File: config.mk
export PLATFORM = sky130hd
export DESIGN_NAME = fetch_sequencer
export DESIGN_NICKNAME = d
export VERILOG_FILES = /design/src/rtl/fetch_sequencer.sv
export SDC_FILE = /design/constraint.sdc
export NUM_CORES = 1
export LEC_CHECK = 0
export ABC_AREA = 1
export BUFFER_PORTS_ARGS = -buffer_cell sky130_fd_sc_hd__buf_2
export CAP_MARGIN = 20
export CORE_MARGIN = 2
export CORE_UTILIZATION = 30
export CTS_CLUSTER_DIAMETER = 80
export CTS_CLUSTER_SIZE = 30
export DETAILED_ROUTE_END_ITERATION = 12
export PLACE_DENSITY = 0.64
export SETUP_SLACK_MARGIN = 0.02
export SKIP_LAST_GASP = 1
export SLEW_MARGIN = 20
export SYNTH_ARGS = -nofsm -noshare
export SYNTH_HDL_FRONTEND = slang
export SYNTH_SLANG_ARGS = --single-unit
File: constraint.sdc
create_clock -name clk -period 1.8 [get_ports clk]
set_input_delay 0.18 -clock clk [delete_from_list [all_inputs] [get_ports clk]]
set_output_delay 0.18 -clock clk [all_outputs]
set_load 0.1 [all_outputs]
File: src/rtl/fetch_sequencer.sv
// Instruction fetch sequencer: drives one outstanding imem request, applies irq/eret/jmp/branch redirects.
// Ack accepted the same cycle as the request; stall holds new requests off only once the current one is acked.
module fetch_sequencer #(
    parameter logic [31:0] RESET_PC = 32'h0000_0000,
    parameter logic [31:0] IRQ_VEC  = 32'h0000_0100
) (
    input  logic        clk,
    input  logic        clr,
    input  logic        stall,
    input  logic        br_taken,
    input  logic [31:0] br_target,
    input  logic        jmp,
    input  logic [31:0] jmp_target,
    input  logic        irq,
    input  logic        eret,
    input  logic        imem_ack,
    output logic        imem_req,
    output logic [31:0] imem_addr,
    output logic        instr_valid,
    output logic [31:0] instr_pc,
    output logic [31:0] pc_out,
    output logic [31:0] epc_out,
    output logic        in_isr
);

    typedef enum logic [1:0] {
        BOOT  = 2'd0,
        FETCH = 2'd1,
        STALL = 2'd2,
        FLUSH = 2'd3
    } state_t;

    state_t      state_q, state_d;
    logic [31:0] pc_q, pc_d;
    logic [31:0] addr_q, addr_d;
    logic [31:0] epc_q, epc_d;
    logic        in_isr_q, in_isr_d;
    logic        req_q, req_d;

    logic        irq_take;
    logic        redir;
    logic [31:0] redir_pc;

    always_comb begin
        irq_take = irq && !in_isr_q;
        redir    = irq_take || eret || jmp || br_taken;
        if (irq_take)
            redir_pc = IRQ_VEC;
        else if (eret)
            redir_pc = epc_q;
        else if (jmp)
            redir_pc = jmp_target;
        else
            redir_pc = br_target;
    end

    always_comb begin
        state_d  = state_q;
        pc_d     = pc_q;
        addr_d   = addr_q;
        epc_d    = epc_q;
        in_isr_d = in_isr_q;

        // Redirects update the architectural pc in every state except BOOT.
        if (state_q != BOOT && redir) begin
            pc_d = redir_pc;
            if (irq_take) begin
                epc_d    = pc_q;
                in_isr_d = 1'b1;
            end else if (eret) begin
                in_isr_d = 1'b0;
            end
        end

        case (state_q)
            BOOT: begin
                state_d = stall ? STALL : FETCH;
            end
            FETCH: begin
                if (imem_ack) begin
                    if (!redir)
                        pc_d = pc_q + 32'd1;
                    state_d = stall ? STALL : FETCH;
                end else if (redir) begin
                    state_d = FLUSH;
                end
            end
            FLUSH: begin
                if (imem_ack)
                    state_d = stall ? STALL : FETCH;
            end
            STALL: begin
                if (!stall)
                    state_d = FETCH;
            end
            default: state_d = BOOT;
        endcase

        // A new request starts whenever FETCH is (re)entered; an outstanding one keeps its address.
        if (state_d == FETCH && (state_q != FETCH || imem_ack))
            addr_d = pc_d;

        req_d = (state_d == FETCH) || (state_d == FLUSH);
    end

    always_ff @(posedge clk) begin
        if (clr) begin
            state_q  <= BOOT;
            pc_q     <= RESET_PC;
            addr_q   <= RESET_PC;
            epc_q    <= 32'd0;
            in_isr_q <= 1'b0;
            req_q    <= 1'b0;
        end else begin
            state_q  <= state_d;
            pc_q     <= pc_d;
            addr_q   <= addr_d;
            epc_q    <= epc_d;
            in_isr_q <= in_isr_d;
            req_q    <= req_d;
        end
    end

    assign imem_req    = req_q && !clr;
    assign imem_addr   = addr_q;
    assign instr_pc    = addr_q;
    assign instr_valid = (state_q == FETCH) && imem_ack && !redir && !clr;
    assign pc_out      = pc_q;
    assign epc_out     = epc_q;
    assign in_isr      = in_isr_q;

endmodule
==> results of run 1 <==
[repair_timing]
| action | 4_1_cts | 5_1_grt |
|---|---|---|
| resized for setup | 3 | 15 |
| pin swaps | 3 | 9 |
| setup endpoints to repair | 1 | 35 |
| setup buffers | 4 | 9 |
| cloned | 1 | 2 |
[stage by stage]
| stage | area (µm²) | worst slack (ns) | total power [µW] |
|---|---|---|---|
| after floorplan | 5610 | -0.179 | 4330 |
| after global placement | 6860 | 0.0988 | 4840 |
| after detailed placement | 6860 | 0.0950 | 4840 |
| after CTS | 7230 | 0.0217 | 6800 |
| after global routing | 7390 | -0.00803 | 7040 |
| final | 7390 | 0.0891 | 6810 |
[flip-flops by register name, indices dropped and copies added, names as in the netlist]
name and count:
epc_out 32, imem_addr 32, pc_out 32, state_q 2, in_isr 1
[Yosys cell counts (all sizes together) (2+ instances only)]
cell type	instances	area share (%)
a21oi	65	5.9
a31oi	10	1.1
and2	2	0.23
buf	59	7.6
clkbuf	16	1.1
dfxtp	99	36
inv	54	3.7
nand2	265	18
nand3	65	6.1
nand3b	3	0.41
nand4	5	0.56
nor2	102	7.4
nor3	6	0.74
o211ai	12	1.6
o21ai	87	7.9
o22ai	3	0.34
xnor2	2	0.32
xor2	5	0.79
[routing by layer]
layer	vias up	wire [µm]
met5	-	0
met4	0	409
met3	26	1430
met2	245	9610
met1	2955	10600
li1	3176	-
[path summary, 6_finish.rpt]
kind,start,cells past startpoint,to,slack (ns)
setup reg to reg,in_isr,11,epc_out[15],0.09
setup / recovery,in_isr,8,instr_valid,0.09
hold / removal,stall,2,state_q[0],0.03
hold reg to reg,imem_addr[24],2,imem_addr[24],0.47
[power breakdown]
group / internal, µW / total, µW / switching, µW / leakage [µW]
sequential: 2340 / 2480 / 145 / 0.000824
combinational: 457 / 2360 / 1900 / 0.00252
clock: 1070 / 1970 / 896 / 0.000148
[critical path, delay by kind of cell (launching register included)]
family	cells	cell delay [ns]
buffers and inverters	3	0.35
AND/OR/NAND/NOR	5	0.45
flip-flops	1	0.36
[cells in the final DEF, fill, tap and decap left out, types with 2 or more instances in the layout]
master       n
buf_4       44
o22ai_1      3
and2_1       2
inv_1       51
nand2_2      4
clkbuf_16   12
nor2_2       9
buf_2      201
inv_2        3
dfxtp_4      5
dfxtp_1     68
buf_12      10
nand4_1      5
clkinv_4     2
nor2_1      87
nand2_4      2
nand2_1    259
nand3_1     63
nor3_1       5
o21ai_1     14
o211ai_1    12
dfxtp_2     26
xor2_1       5
a21oi_1     64
nand3b_1     3
xnor2_1      2
nor2_4       6
a31oi_1     10
o21ai_0     72
[cells by family (layout without fill, tap and decap cells)]
group | count (synthesis) | after routing | share of synthesized area (%)
simple gates | 449 | 449 | 33.6
compound gates | 178 | 178 | 17.0
buf+inv | 129 | 328 | 12.3
flops | 99 | 99 | 35.7
xor+xnor | 7 | 7 | 1.11
fa+ha+maj | 1 | 1 | 0.226
[area by class of cell]
| class | instances | area, µm² |
|---|---|---|
| fillers | 1921 | 10600 |
| inverters | 54 | 203 |
| well taps | 229 | 287 |
| clock inverters | 4 | 31.3 |
| multi-input cells | 635 | 2950 |
| flip-flops and latches | 99 | 2030 |
| repair buffers | 258 | 1620 |
| clock buffers | 12 | 268 |
==> results.txt, run 1 <==
number of global-route vias before repair = 5,984
Worst EP arrival = 1.53 ns
Post-synth top flop = dfxtp_1
power density over the cells = 922 nW/µm²
WHS = 0.0292 ns
# IOs = 203
synthesized flop and latch total = 99
worst-path fanout max = 5
Iteration-0 DRC Markers = 503
area growth from synthesis to layout = 33.3%
syn avg cell area = 6.42 µm²
number of flops mapped to enable cells by yosys = 0
placed insts = 1,259
Setup CP Type = flip-flop to output pin
clk_skew = 0.00710 ns
# port buffers = 202
DIE HEIGHT = 140 µm
Worst Tran Pin Value = 0.527 ns
critical path's slowest cell = dfxtp_4
Post-Route WL = 22,000 µm
first-pass iteration count of the detailed router = 5
clock sinks = 99
TNS Setup = 0 ns
initial core utilization = 30.8%
Max Freq = 0.584 GHz
pin count of the biggest net entering global routing = 34
hpwl dp = 16,700 µm
clock latency on the worst-skew pair = 0.36 ns
clk slew on worst S/H paths = 0.07 ns
global-route wire length before repair = 33,400 µm
die width = 140 µm
outcome = complete, no violations
Hold Path Class = primary input to flip-flop
Setup crit end kind = output pin
setup violators final = 0
period utilization = 95.1%
critical path launch point type = flip-flop
CTS tree = yes
Peak supply drop = 0.000475 V
CTS max path bufs = 2
Hold Buf Count CTS = 0
nets = 1,130
Max Cap Violations = 0
Root Driver = clkbuf_16
WP data required = 1.62 ns
H-tree depth = 3
clock buffer count from CTS = 9
Routability Congestion = 0.949
initial antenna violation count = 0
Slowest Stage Delay on Critical Path = 0.36 ns
Routed WL per cell = 17.1 µm
row count = 49
Core Region = 18,000 µm²
final antenna-violating net count = 0
RSZ-0062 raised after global routing = true
Post-Syn Instances = 863
total global routing overflow = 0
yosys warns = 0
cells along the critical path = inv_2 > nand2_4 > nand3_4 > nor2_4 > nand2_4 > buf_12 > nor2_4 > buf_12
Final Util = 41.0%
post-synthesis async set-or-reset flop share = 0%
# DRC = 0
slew margin rel. = 65.1%
Synth Cell Area = 5540 µm²
distinct cell type count after synthesis = 33
post-synth net total = 936
grt met1 use = 31.3%
# diodes = 0
P_leak = 0.00349 µW
met2 Use GR = 33.6%
met3 usage = 3.56%
grt peak-use layer = met2
Final Non-Filler Cells = 1,291
die area = 19,600 µm²
DR vias/cell = 4.96
Fin. Hold Viols = 0
total number of vias = 6,402
share of layout cells above drive strength 1 = 31.5%
Final min period = 1.71 ns
gr usage total = 21.8%
Seq/Total Area, Yosys = 35.7%
Final Max Slew Viols = 0
No activity file was read; power rests on OpenSTA's default activity.
==> run 2: changes to the inputs <==
- CTS_BUF_LIST: default -> sky130_fd_sc_hd__clkbuf_4 sky130_fd_sc_hd__clkbuf_8
==> results.txt, run 2 (synthesized netlist as in run 1, its figures left out) <==
Worst Tran Pin Value = 0.528 ns
clock sinks = 99
clock buffer count from CTS = 9
power density over the cells = 885 nW/µm²
WP data required = 2.13 ns
slew margin rel. = 65.1%
Post-Route WL = 21,600 µm
initial antenna violation count = 0
most frequent cells in the layout = nand2_1, buf_2, nor2_1
Fin. Hold Viols = 0
cell mode on critical path = buf_4
number of global-route vias before repair = 6,003
Peak supply drop = 0.000435 V
Max Freq = 0.587 GHz
first-pass iteration count of the detailed router = 5
DIE HEIGHT = 140 µm
setup violators final = 0
period utilization = 94.6%
total global routing overflow = 0
area growth from synthesis to layout = 29.8%
Routability Congestion = 0.949
pin count of the biggest net entering global routing = 34
critical path's slowest cell = dfxtp_4
Final Util = 39.9%
clock latency on the worst-skew pair = 0.38 ns
Final Max Slew Viols = 0
die width = 140 µm
Iteration-0 DRC Markers = 427
final antenna-violating net count = 0
CTS max path bufs = 2
RSZ-0062 raised after global routing = true
# IOs = 203
register area = 2030 µm²
initial core utilization = 30.8%
outcome = complete, no violations
H-tree depth = 3
Max Cap Violations = 0
# DRC = 0
clk slew on worst S/H paths = 0.10 ns
Worst EP arrival = 2.04 ns
commonest non-fill, non-tap cell in the layout = nand2_1
die area = 19,600 µm²
multi-input gate area in the final layout = 2950 µm²
Core Region = 18,000 µm²
CTS tree = yes
P_leak = 0.00339 µW
# fillers = 1,947
global-route wire length before repair = 33,500 µm
row count = 49
nets = 1,122
Root Driver = clkbuf_8
Routed WL per cell = 16.9 µm
total number of vias = 6,327
clk_skew = 0.0122 ns
placed insts = 1,259
Worst Path Buf+Inv = 4
# port buffers = 202
worst-path fanout max = 28
Final Non-Filler Cells = 1,283
Setup crit end kind = flip-flop
Final min period = 1.70 ns
share of layout cells above drive strength 1 = 31.0%
gr usage total = 21.8%
hpwl dp = 16,700 µm
critical path launch point type = flip-flop
Slowest Stage Delay on Critical Path = 0.36 ns
Setup CP Type = flip-flop to flip-flop
DR vias/cell = 4.93
Hold Path Class = primary input to flip-flop
WHS = 0.0771 ns
# diodes = 0
cell family with most CP delay = buffers and inverters
cells along the critical path = inv_2 > nand2_4 > nand3_4 > buf_4 > nor3_4 > buf_12 > buf_4 > a21oi_1 > o21ai_1 > nand3_1 > nand2_1
[run 2: worst reg2reg max path, cell delays in order, from the launching register on]
cell     delay [ns]
dfxtp_4        0.36
inv_2          0.04
nand2_4        0.06
nand3_4        0.07
buf_4          0.16
nor3_4         0.14
buf_12         0.21
buf_4          0.21
a21oi_1        0.06
o21ai_1        0.16
nand3_1        0.11
nand2_1        0.07
[run 2: timing repair]
| action | CTS | global route |
|---|---|---|
| gates cloned | 1 | 0 |
| resized for setup | 3 | 17 |
| endpoints found under the hold margin | 1 | 0 |
| hold buffers | 1 | 0 |
| endpoints found under the setup margin | 1 | 33 |
| buffers inserted | 5 | 2 |
| pin swaps | 3 | 9 |
[run 2: stage by stage]
stage / area [µm²] / total power [µW] / worst slack [ns] / TNS (ns)
2_1_floorplan: 5610 / 4330 / -0.179 / -0.179
3_3_place_gp: 6860 / 4840 / 0.0988 / 0
3_5_place_dp: 6860 / 4840 / 0.0950 / 0
4_1_cts: 7160 / 6380 / 0.0271 / 0
5_1_grt: 7200 / 6610 / 0.00138 / 0
6_report: 7200 / 6370 / 0.0967 / 0
[run 2: final timing paths]
| check | cells past startpoint | slack (ns) | endpoint | startpoint |
|---|---|---|---|---|
| setup / recovery | 11 | 0.1 | imem_addr[20] | in_isr |
| hold / removal | 3 | 0.08 | state_q[1] | imem_ack |
| setup reg to reg | 11 | 0.1 | imem_addr[20] | in_isr |
| hold reg to reg | 2 | 0.47 | imem_addr[24] | imem_addr[24] |
[run 2: layout make-up]
| class | count | share of cell area (%) |
|---|---|---|
| Multi-Input combinational cell | 635 | 41.0 |
| Sequential cell | 99 | 28.3 |
| Timing Repair Buffer | 250 | 21.0 |
| Tap cell | 229 | 3.98 |
| Inverter | 54 | 2.82 |
| Clock buffer | 11 | 2.02 |
| Clock inverter | 5 | 0.852 |
[run 2: per-layer routing]
metal	global-route usage [%]	share of wire [%]	up-vias	wire, µm
met2	33.6	44	262	9470
met5	0	0	-	0
met3	3.90	7.3	20	1580
met1	31.5	48	2893	10300
li1	-	-	3152	-
met4	5.37	1.4	0	292
[run 2: power breakdown]
group          leakage [µW]  internal, µW  switching, µW  total [µW]
clock network      0.000107           705            835        1540
logic               0.00246           447           1900        2340
registers          0.000824          2340            144        2480
total               0.00339          3490           2870        6370
==> run 3: changes to the inputs <==
- BUFFER_PORTS_ARGS: -buffer_cell sky130_fd_sc_hd__buf_2 -> -buffer_cell sky130_fd_sc_hd__buf_4
- CAP_MARGIN: 20 -> 40
==> results.txt, run 3 (synthesized netlist as in run 1, its figures left out) <==
total number of vias = 6,390
die width = 140 µm
critical path launch point type = flip-flop
die area = 19,600 µm²
RSZ-0062 raised after global routing = true
Max Cap Violations = 0
DIE HEIGHT = 140 µm
nets = 1,133
pre-CTS WS = 0.124 ns
global-route wire length before repair = 33,600 µm
Iteration-0 DRC Markers = 523
Peak supply drop = 0.000397 V
clock latency on the worst-skew pair = 0.39 ns
CTS max path bufs = 2
Reg2Reg Capture Point = epc_out[14]
cell count of the worst hold path = 3
row count = 49
total global routing overflow = 0
cells along the critical path = inv_1 > nand2_2 > nand3_4 > buf_4 > nand2_2 > buf_12 > nor2_4 > buf_4 > clkbuf_16 > o21ai_0 > a21oi_1
Final min period = 1.76 ns
Final Max Slew Viols = 0
commonest non-fill, non-tap cell in the layout = nand2_1
CTS tree = yes
Worst Path Buf+Inv = 5
number of global-route vias before repair = 5,909
first-pass iteration count of the detailed router = 5
clock buffer count from CTS = 9
gr usage total = 22.2%
Setup crit end kind = flip-flop
WP data required = 2.11 ns
R2R Setup Slk = 0.04 ns
clk slew on worst S/H paths = 0.09 ns
Hold Path Class = primary input to flip-flop
critical path's slowest cell = dfxtp_4
Post-Route WL = 22,900 µm
clock power share = 24.4%
setup violators final = 0
initial core utilization = 30.8%
DR vias/cell = 4.94
H-tree depth = 3
WHS Endpoint = state_q[1]
Routed WL per cell = 17.7 µm
Net Sw Power = 2880 µW
cell family with most CP delay = buffers and inverters
# port buffers = 202
# diodes = 0
register area = 2030 µm²
outcome = complete, no violations
worst-path fanout max = 12
Core Region = 18,000 µm²
Flop pwr share = 37.4%
Routability Congestion = 0.950
worst r2r path cells = 11
Setup CP Type = flip-flop to flip-flop
Max Freq = 0.568 GHz
initial antenna violation count = 1
area growth from synthesis to layout = 41.2%
Comb power frac = 38.2%
sw frac = 43.2%
# fillers = 1,915
clock sinks = 99
Fin. Hold Viols = 0
Worst EP arrival = 2.07 ns
hpwl dp = 16,900 µm
power density over the cells = 852 nW/µm²
Slowest Stage Delay on Critical Path = 0.36 ns
# IOs = 203
P_leak = 0.00354 µW
pin count of the biggest net entering global routing = 48
clk_skew = 0.0140 ns
slew margin rel. = 65.3%
period utilization = 97.8%
setup ws final = 0.0388 ns
HP Start = imem_ack
multi-input gate area in the final layout = 2940 µm²
share of layout cells above drive strength 1 = 31.5%
power consumption = 6670 µW
Int Power = 3790 µW
Root Driver = clkbuf_8
# DRC = 0
Worst Tran Pin Value = 0.521 ns
most frequent cells in the layout = nand2_1, buf_4, nor2_1
reg2reg start = in_isr
final antenna-violating net count = 0
==> run 3: final cells by class <==
| cell class | count | share of cell area (%) |
|---|---|---|
| inverter | 54 | 2.59 |
| timing repair buffer | 261 | 27.4 |
| clock inverter | 3 | 0.831 |
| sequential | 99 | 26.0 |
| tap | 229 | 3.66 |
| multi-input combinational | 635 | 37.6 |
| clock buffer | 12 | 1.87 |
==> run 3: what timing repair did <==
item,CTS,global route
resized for setup,6,16
endpoints found under the hold margin,1,0
gates cloned,1,4
endpoints found under the setup margin,1,35
buffers inserted,3,7
pin swaps,2,2
hold buffers,1,0
==> run 3: per-stage QoR <==
stage / std cells / instance area, µm² / TNS, ns / hold slack (ns) / utilization, %
2_1_floorplan: 863 / 5610 / -0.179 / 0.276 / -
3_3_place_gp: 1262 / 7350 / 0 / 0.383 / 40.8
3_5_place_dp: 1262 / 7350 / 0 / 0.386 / 40.8
4_1_cts: 1282 / 7650 / 0 / 0.0782 / 42.4
5_1_grt: 1293 / 7830 / -0.0485 / 0.102 / 43.4
6_report: 1293 / 7830 / 0 / 0.0853 / 43.4
==> run 3: routing by layer <==
metal | vias up | wire, µm | GRT usage (%)
met1 | 2908 | 10600 | 32.0
li1 | 3168 | - | -
met4 | 2 | 523 | 8.26
met2 | 275 | 10000 | 32.9
met3 | 37 | 1660 | 4.17
met5 | - | 19 | 0
==> run 3: worst reg2reg max path, stage by stage, from the launching register on <==
cell and delay (ns):
dfxtp_4 0.36, inv_1 0.06, nand2_2 0.06, nand3_4 0.08
buf_4 0.15, nand2_2 0.07, buf_12 0.14, nor2_4 0.19
buf_4 0.16, clkbuf_16 0.16, o21ai_0 0.09, a21oi_1 0.17
==> run 3: worst max path at each step <==
stage	start	to	slack, ns	depth (start not counted)
2_1_floorplan	in_isr	instr_valid	-0.18	7
3_3_place_gp	pc_out[8]	imem_addr[12]	0.13	8
3_5_place_dp	pc_out[1]	imem_addr[20]	0.12	10
4_1_cts	in_isr	imem_addr[2]	0.04	9
5_1_grt	in_isr	epc_out[14]	-0.03	11
6_report	in_isr	epc_out[14]	0.04	11
==> run 3: power by group through the flow <==
stage | combinational [µW] | sequential [µW] | clock (µW)
CTS | 2470 | 2490 | 1650
detailed placement | 2460 | 2540 | 0
global route | 2660 | 2510 | 1720
floorplan | 825 | 3510 | 0
global placement | 2450 | 2540 | 0
finish | 2550 | 2490 | 1630
